$ cat src/rtl/pc_sequencer_pkg.sv
// Shared CPU definitions: data width, PC sequencer state encoding and the
// bundle of decoded control outputs.
`ifndef DATA_WIDTH
`define DATA_WIDTH 8
`endif

package pc_sequencer_pkg;

  typedef enum logic [2:0] {
    IDLE   = 3'd0,
    F_ADDR = 3'd1,
    F_WAIT = 3'd2,
    F_INC  = 3'd3,
    J_LO   = 3'd4,
    J_HI   = 3'd5,
    S_LO   = 3'd6,
    S_HI   = 3'd7
  } pc_state_e;

  typedef struct packed {
    logic pc_cs;
    logic pc_oe_a;
    logic pc_cnt_en;
    logic pc_we_l;
    logic pc_we_h;
    logic pc_oe_l;
    logic pc_oe_h;
    logic mem_rd;
    logic fetch_done;
    logic jump_done;
    logic save_done;
  } pc_ctrl_t;

endpackage

$ cat src/rtl/pc_sequencer_wait_timer.sv
// Wait counter for the fetch handshake: cleared by load, counts on enable,
// flags terminal count at TIMEOUT-1.
module wait_timer #(
  parameter int TIMEOUT = 15
) (
  input  logic clk,
  input  logic reset,
  input  logic load,
  input  logic en,
  output logic tc
);

  localparam int W = $clog2(TIMEOUT + 1);

  logic [W-1:0] count;

  // NOTE: sequential state uses non-blocking assignments so every flop samples
  // its inputs from before the edge, independent of statement order.
  always_ff @(posedge clk or negedge reset) begin
    if (!reset) begin
      count <= '0;
    end else if (load) begin
      count <= '0;
    end else if (en) begin
      count <= count + W'(1);
    end
  end

  assign tc = (count == W'(TIMEOUT - 1));

endmodule

$ cat src/rtl/pc_sequencer.sv
// PC sequencer: arbitrates fetch / jump / save requests and drives the strobes
// of an external PC register and the memory read.
module pc_sequencer
  import pc_sequencer_pkg::*;
#(
  parameter int DATA_WIDTH = `DATA_WIDTH,
  parameter int TIMEOUT    = 15
) (
  input  logic clk,
  input  logic reset,
  input  logic fetch_req,
  input  logic jump_req,
  input  logic save_req,
  input  logic mem_ready,
  input  logic pc_carry,
  output logic pc_cs,
  output logic pc_oe_a,
  output logic pc_cnt_en,
  output logic pc_we_l,
  output logic pc_we_h,
  output logic pc_oe_l,
  output logic pc_oe_h,
  output logic mem_rd,
  output logic busy,
  output logic fetch_done,
  output logic jump_done,
  output logic save_done,
  output logic timeout_err,
  output logic wrap
);

  if (TIMEOUT < 1 || TIMEOUT > 255 || DATA_WIDTH < 1) begin : g_bad_param
    $error("pc_sequencer: TIMEOUT must be 1..255 and DATA_WIDTH positive");
  end

  pc_state_e state, state_next;
  pc_ctrl_t  ctrl;
  logic      wait_tc;
  logic      accept;
  logic      timeout_hit;

  wait_timer #(
    .TIMEOUT(TIMEOUT)
  ) u_wait_timer (
    .clk  (clk),
    .reset(reset),
    .load (state == F_ADDR),
    .en   (state == F_WAIT && !mem_ready),
    .tc   (wait_tc)
  );

  always_ff @(posedge clk or negedge reset) begin
    if (!reset) begin
      state <= IDLE;
    end else begin
      state <= state_next;
    end
  end

  // NOTE: combinational blocks assign a default first so no path leaves a
  // variable unassigned, which would otherwise infer a latch.
  always_comb begin
    state_next = state;
    case (state)
      IDLE: begin
        if (jump_req)       state_next = J_LO;
        else if (save_req)  state_next = S_LO;
        else if (fetch_req) state_next = F_ADDR;
      end
      F_ADDR: state_next = F_WAIT;
      F_WAIT: begin
        if (mem_ready)    state_next = F_INC;
        else if (wait_tc) state_next = IDLE;
      end
      F_INC:   state_next = IDLE;
      J_LO:    state_next = J_HI;
      J_HI:    state_next = IDLE;
      S_LO:    state_next = S_HI;
      S_HI:    state_next = IDLE;
      default: state_next = IDLE;
    endcase
  end

  // Every strobe is a pure decode of the state, so only one register-side
  // driver can be active at a time.
  always_comb begin
    ctrl = '0;
    case (state)
      F_ADDR, F_WAIT: begin
        ctrl.pc_cs   = 1'b1;
        ctrl.pc_oe_a = 1'b1;
        ctrl.mem_rd  = 1'b1;
      end
      F_INC: begin
        ctrl.pc_cs      = 1'b1;
        ctrl.pc_cnt_en  = 1'b1;
        ctrl.fetch_done = 1'b1;
      end
      J_LO: begin
        ctrl.pc_cs   = 1'b1;
        ctrl.pc_we_l = 1'b1;
      end
      J_HI: begin
        ctrl.pc_cs     = 1'b1;
        ctrl.pc_we_h   = 1'b1;
        ctrl.jump_done = 1'b1;
      end
      S_LO: begin
        ctrl.pc_cs   = 1'b1;
        ctrl.pc_oe_l = 1'b1;
      end
      S_HI: begin
        ctrl.pc_cs     = 1'b1;
        ctrl.pc_oe_h   = 1'b1;
        ctrl.save_done = 1'b1;
      end
      default: ctrl = '0;
    endcase
  end

  assign accept      = (state == IDLE) && (jump_req || save_req || fetch_req);
  assign timeout_hit = (state == F_WAIT) && !mem_ready && wait_tc;

  // wrap is only cleared by reset; timeout_err clears when the next request is taken.
  always_ff @(posedge clk or negedge reset) begin
    if (!reset) begin
      timeout_err <= 1'b0;
      wrap        <= 1'b0;
    end else begin
      if (accept)           timeout_err <= 1'b0;
      else if (timeout_hit) timeout_err <= 1'b1;
      if (state == F_INC && pc_carry) wrap <= 1'b1;
    end
  end

  assign pc_cs      = ctrl.pc_cs;
  assign pc_oe_a    = ctrl.pc_oe_a;
  assign pc_cnt_en  = ctrl.pc_cnt_en;
  assign pc_we_l    = ctrl.pc_we_l;
  assign pc_we_h    = ctrl.pc_we_h;
  assign pc_oe_l    = ctrl.pc_oe_l;
  assign pc_oe_h    = ctrl.pc_oe_h;
  assign mem_rd     = ctrl.mem_rd;
  assign fetch_done = ctrl.fetch_done;
  assign jump_done  = ctrl.jump_done;
  assign save_done  = ctrl.save_done;
  assign busy       = (state != IDLE);

endmodule

$ cat config.mk
export PLATFORM = sky130hd
export DESIGN_NAME = pc_sequencer
export DESIGN_NICKNAME = d
export VERILOG_FILES = /design/src/rtl/pc_sequencer_pkg.sv /design/src/rtl/pc_sequencer_wait_timer.sv /design/src/rtl/pc_sequencer.sv
export SDC_FILE = /design/constraint.sdc
export NUM_CORES = 1
export LEC_CHECK = 0
export ABC_AREA = 1
export CAP_MARGIN = 5
export CORE_MARGIN = 4
export CORE_UTILIZATION = 40
export DETAILED_ROUTE_END_ITERATION = 10
export HOLD_SLACK_MARGIN = 0.08
export PLACE_DENSITY = 0.73
export SYNTH_ARGS = -nofsm -noshare
export SYNTH_HDL_FRONTEND = slang
export SYNTH_SLANG_ARGS = --single-unit
$ cat constraint.sdc
create_clock -name clk -period 1.2 [get_ports clk]
set_input_delay 0.18 -clock clk [delete_from_list [all_inputs] [get_ports clk]]
set_output_delay 0.18 -clock clk [all_outputs]
set_load 0.01 [all_outputs]
==> results.cfg, run 1 <==
[power_and_ir_drop]
p_comb_share_pct = 71.6
leakage_nw = 0.546
ir_drop_v = 0.00142
seq_power_share_pct = 19.3
internal_power_w = 0.00148
swShare_pct = 42.6
p_sw_w = 0.00110
power_density_mw_per_mm2 = 2510
pwr-share-clk_pct = 9.1

[critical_path]
critPathTopFamily = buffers and inverters
r2r_cells = 9
r2r_start = state[2]
cp_cell_sequence = buf_6 > buf_6 > nor2_4 > inv_1 > buf_2
crit_path_frequent_cell = buf_6
worstPathRequired_ps = 1020
path_class = register to output port
critPathBufInv = 4
crit_path_max_incr_delay_ps = 410
crit_slowest_cell = dfrtp_1
r2r-end = u_wait_timer.count[0]
cp-start-kind = register
crit_fanout = 3
cp-end-kind = output port
cp.arrival_ps = 1200
rrSetupSlack_ps = -170

[placement]
post-place-ws_ps = -269
placedInstanceArea_sq_um = 847
gp_congestion = 0.652
dp_cells = 116
portBuffers = 20
dp_hpwl_um = 1040

[cells_and_area]
drive_gt1_share_pct = 52.6
final_nets = 126
final_cell_area_sq_mm = 0.00103
area.growth.synth_to_final_pct = 76.8
seq_area_sq_um = 225
multi_input_area_sq_um = 352
final_cells = 131
antenna_cells = 0
fillerInstances = 100

[yosys]
netlist_area_sq_um = 583
seq_area_frac_synth_pct = 38.6
synth_warnings = 0
syn_avg_cell_area_sq_um = 7.77
synth.distinct_cells = 19
ys_seq_elements = 9
synth_nets = 84
synth_top_cell_area_share_pct = 38.6
syn_inst = 75
synth_area_leader_cell = dfrtp_1
synthTopCellsByArea = dfrtp_1, nand2_1, inv_1, nor2_1, nor2_4

[routing]
vias = 618
wirelength_um = 1640
firstDrtPassIters = 3
drc = 0
drtIter0Drc = 7
wl_per_cell_um = 12.5
via_per_inst = 4.72
ant_nets = 0

[global_routing]
grt_pass1_wl_um = 2480
gr-total-overflow = 0
first_global_vias = 609
antenna_found_initial = 0
grt_util_all_layers_pct = 16.6
grt_max_degree = 10

[cts]
cts_tree = done
cts_num_sinks = 9
htreeDepth = 1
postCtsHoldBufs = 0
cts.clk_slew.worst_paths_ps = 60
clk_path_buf_depth = 2
insertion_delay_ps = 260
root_buffer = clkbuf_4
cts_made_buffers = 3

[timing]
slew_violations = 0
min_period_ps = 1380
setup_ws_ps = -178
finClkSkew_ps = 1.05
hold_viol_final = 0
worst_pin_slew_ps = 430
period_share_pct = 115
setup-violations-final = 19
maxSlewHeadroom_pct = 71.2
rsz0062_at_grt = yes
fin_setup_tns_ps = -2510
fmax_mhz = 725

[status]
violations = negative setup slack
status = complete, but fails checks

[floorplanning]
coreArea_sq_mm = 0.00133
die_w_um = 46.2
dieArea_sq_mm = 0.00213
dieHeight_um = 46.2
initial_core_util_pct = 43.7
rows = 13
boundaryPins = 21

[hold_path]
hp-class = input pin to async pin

[run]
maxCapViolCount = 0
final cells by class:
cell class	instances	area share, %
clock buffers	4	2.55
inverters	11	4.73
multi-input cells	51	34.1
flip-flops and latches	9	21.8
well taps	15	1.82
repair buffers	41	35.0
stage by stage:
stage               total power (W)  hold slack, ps  utilization, %
floorplan                   0.00118            -116               -
global placement            0.00179             437            63.5
detailed placement          0.00181             444            63.5
CTS                         0.00228             229            70.5
global route                0.00275             240            77.3
finish                      0.00258             227            77.3
kinds of logic after synthesis:
group	after synthesis	share of synthesized area, %
AND/OR/NAND/NOR	41	35.8
flip-flops	9	38.6
XOR/XNOR	1	1.50
adder cells (fa/ha/maj)	2	4.29
buffers and inverters	15	12.7
AO/OA/AOI/OAI	7	7.08
worst reg2reg max path, stage by stage, from the launching register on:
cell and delay (ps):
dfrtp_1 410, buf_6 140, inv_8 60, buf_6 90, buf_6 90, nand2_4 50
nor2_4 210, nor2_4 80, nand2_1 70, o21ai_2 50
synth_stat cells:
cell type / instances
o21ai_1: 1
nand3_1: 5
inv_4: 1
o21ai_2: 1
o21ai_0: 2
dfrtp_1: 9
xor2_1: 1
nand4_1: 2
ha_1: 2
nand2_1: 17
a21o_1: 1
nor2_4: 3
inv_1: 10
nand2_4: 2
nand3b_1: 1
or2_2: 1
nor2_1: 10
a21oi_1: 2
buf_4: 4
metal layers:
| layer | share of wire (%) | vias up | global-route usage (%) |
|---|---|---|---|
| li1 | - | 314 | - |
| met4 | 2.1 | 0 | 15.3 |
| met2 | 50 | 14 | 25.3 |
| met1 | 44 | 286 | 20.4 |
| met5 | 0 | - | 0 |
| met3 | 3.5 | 4 | 1.17 |
repair_timing:
item / 4_1_cts / 5_1_grt
endpoints found under the setup margin: 21 / 20
hold endpoints to repair: 0 / 0
pin swaps: 3 / 12
resized for setup: 71 / 17
setup buffers: 8 / 3
power by group through the flow:
stage               combinational (W)  sequential (W)  clock (W)
floorplan                    0.000669        0.000510          0
global placement              0.00129        0.000492          0
detailed placement            0.00131        0.000495          0
CTS                           0.00155        0.000485   0.000246
global route                  0.00199        0.000507   0.000253
finish                        0.00185        0.000499   0.000234
worst max path at each step:
stage / startpoint / endpoint / slack [ps] / cells after the start
3_3_place_gp: state[0] / busy / -250 / 5
5_1_grt: state[2] / u_wait_timer.count[0] / -240 / 9
2_1_floorplan: state[2] / pc_oe_a / 30 / 4
3_5_place_dp: state[0] / busy / -270 / 5
6_report: state[2] / pc_cs / -180 / 5
4_1_cts: state[2] / pc_cs / -150 / 5
state kept, by name, indices dropped and copies added, names as in the netlist:
name,cells
u_wait_timer.count,4
state,3
timeout_err,1
wrap,1
layout by cell type (no fill, tap or decap):
cell type        netlist  routed
buf_4                  4      12
nand3_1                5       3
xor2_1                 1       1
nand2_1               17      13
ha_1                   2       2
nand4_1                2       2
a21oi_4                0       1
o21ai_1                1       1
nand3b_1               1       1
or2_2                  1       1
nor2_2                 0       2
inv_1                 10       7
nor2_1                10       6
inv_8                  0       1
nand2_2                0       3
clkbuf_4               0       3
nand2_4                2       3
clkbuf_1               0       1
buf_2                  0       7
clkdlybuf4s50_1        0       6
a21oi_2                0       1
inv_2                  0       3
buf_6                  0      14
dlygate4sd2_1          0       2
dfrtp_1                9       9
o21ai_2                1       3
nor2_4                 3       5
a21o_1                 1       1
nand3_2                0       2
(Power assumes the default switching activity.)
==> inputs of run 2 (changes only) <==
SKIP_CTS_REPAIR_TIMING = 1   (was default)
==> results.cfg, run 2 (synthesis results as in run 1) <==
[status]
status = complete, but fails checks
violations = negative setup slack

[timing]
fmax_mhz = 744
min_period_ps = 1340
fin_setup_tns_ps = -1740
rsz0062_at_grt = yes
hold_viol_final = 0
maxSlewHeadroom_pct = 72.5
worst_pin_slew_ps = 411
setup-violations-final = 18
slew_violations = 0
setup_ws_ps = -144
finClkSkew_ps = 1.39
period_share_pct = 112

[cells_and_area]
final_cells = 124
final_nets = 119
seq_area_sq_um = 226
multi_input_area_sq_um = 320
area.growth.synth_to_final_pct = 55.2
fillerInstances = 119
antenna_cells = 0
final_common_cell = nand2_1
largest_reg_flops = 4
top_regs = u_wait_timer.count (4), state (3)
drive_gt1_share_pct = 45.9
regMostFlops = u_wait_timer.count
mostFrequentLayoutCells = nand2_1, buf_2, buf_4

[critical_path]
crit_start = state[1]
cp.arrival_ps = 1160
crit_fanout = 5
r2r_start = state[2]
r2r-end = u_wait_timer.count[3]
critPathCapture = pc_cs
cp-end-kind = output port
critPathTopFamily = flip-flops
path_class = register to output port
cp.depth = 5
cp-start-kind = register
crit_path_max_incr_delay_ps = 420
cp_cell_sequence = inv_2 > nand2_4 > nor2_4 > inv_1 > clkbuf_2
critPathBufInv = 3
crit_slowest_cell = dfrtp_1
r2r_cells = 8
worstPathRequired_ps = 1020
rrSetupSlack_ps = -80

[floorplanning]
dieArea_sq_mm = 0.00213
die_w_um = 46.2
boundaryPins = 21
initial_core_util_pct = 43.7
dieHeight_um = 46.2
coreArea_sq_mm = 0.00133
rows = 13

[placement]
dp_cells = 116
post-place-ws_ps = -269
portBuffers = 20
dp_hpwl_um = 1040
gp_congestion = 0.652

[global_routing]
grt_pass1_wl_um = 2000
grt_util_all_layers_pct = 13.2
first_global_vias = 508
antenna_found_initial = 0
gr-total-overflow = 0
grt_max_degree = 10

[cts]
htreeDepth = 1
clk_path_buf_depth = 2
cts_made_buffers = 3
insertion_delay_ps = 260
cts_num_sinks = 9
root_buffer = clkbuf_4
cts_tree = done
cts.clk_slew.worst_paths_ps = 60

[routing]
ant_nets = 0
drtIter0Drc = 11
m1WireLength_um = 648
vias = 595
wl_per_cell_um = 12.5
wirelength_um = 1550
firstDrtPassIters = 4
dr_wl_met2_um = 798
routed.top_layer = met4
via_per_inst = 4.80
dr_wl_met3_um = 93
drc = 0

[power_and_ir_drop]
internal_power_w = 0.00121
leakage_nw = 0.511
swShare_pct = 44.4
ir_drop_v = 0.00135
p_sw_w = 0.000970
p_comb_share_pct = 65.8
seq_power_share_pct = 23.6
power.total_w = 0.00218
power_density_mw_per_mm2 = 2410
pwr-share-clk_pct = 10.6

[hold_path]
hp-class = input pin to async pin

[run]
maxCapViolCount = 0
==> run 2: cell count changes in the layout (fill, tap and decap cells not counted), sizes merged <==
cell          before  now
dlygate4sd2        2    0
buf               33   24
dlymetal6s2s       0    2
clkbuf             4    6
==> run 2: power groups by stage <==
stage          registers (W)  clock network, W  logic (W)
6_report            0.000516          0.000231    0.00144
5_1_grt             0.000524          0.000253    0.00155
4_1_cts             0.000489          0.000246    0.00132
3_5_place_dp        0.000495                 0    0.00131
3_3_place_gp        0.000492                 0    0.00129
2_1_floorplan       0.000510                 0   0.000669
==> run 2: how the worst min path moves through the flow <==
stage               start                    end  slack [ps]
detailed placement   wrap                   wrap         440
global placement     wrap                   wrap         440
floorplan           reset               state[0]        -120
global route        reset  u_wait_timer.count[0]         230
finish              reset  u_wait_timer.count[0]         220
CTS                 reset  u_wait_timer.count[0]         230
==> run 2: routing by layer <==
metal | GRT usage (%) | vias up
met5 | 0 | -
met4 | 10.2 | 0
met3 | 1.17 | 2
met2 | 20.1 | 18
met1 | 17.0 | 275
li1 | - | 300
==> run 2: through the flow <==
step	cell area [sq um]	hold WS (ps)	util, %
2_1_floorplan	583	-116	-
3_3_place_gp	847	437	63.5
3_5_place_dp	847	444	63.5
4_1_cts	873	229	65.5
5_1_grt	905	232	67.8
6_report	905	219	67.8
==> run 2: layout make-up <==
class                      instances  area share, %
clock buffer                       4           2.90
inverter                          11           4.84
multi-input combinational         51           35.4
sequential                         9           25.0
tap                               15           2.07
timing repair buffer              34           29.7
==> run 2: worst reg2reg max path: cells and delay by family, from the launching register on <==
family                 cells  cell delay (ps)
AND/OR/NAND/NOR            5              450
flip-flops                 1              450
buffers and inverters      3              260
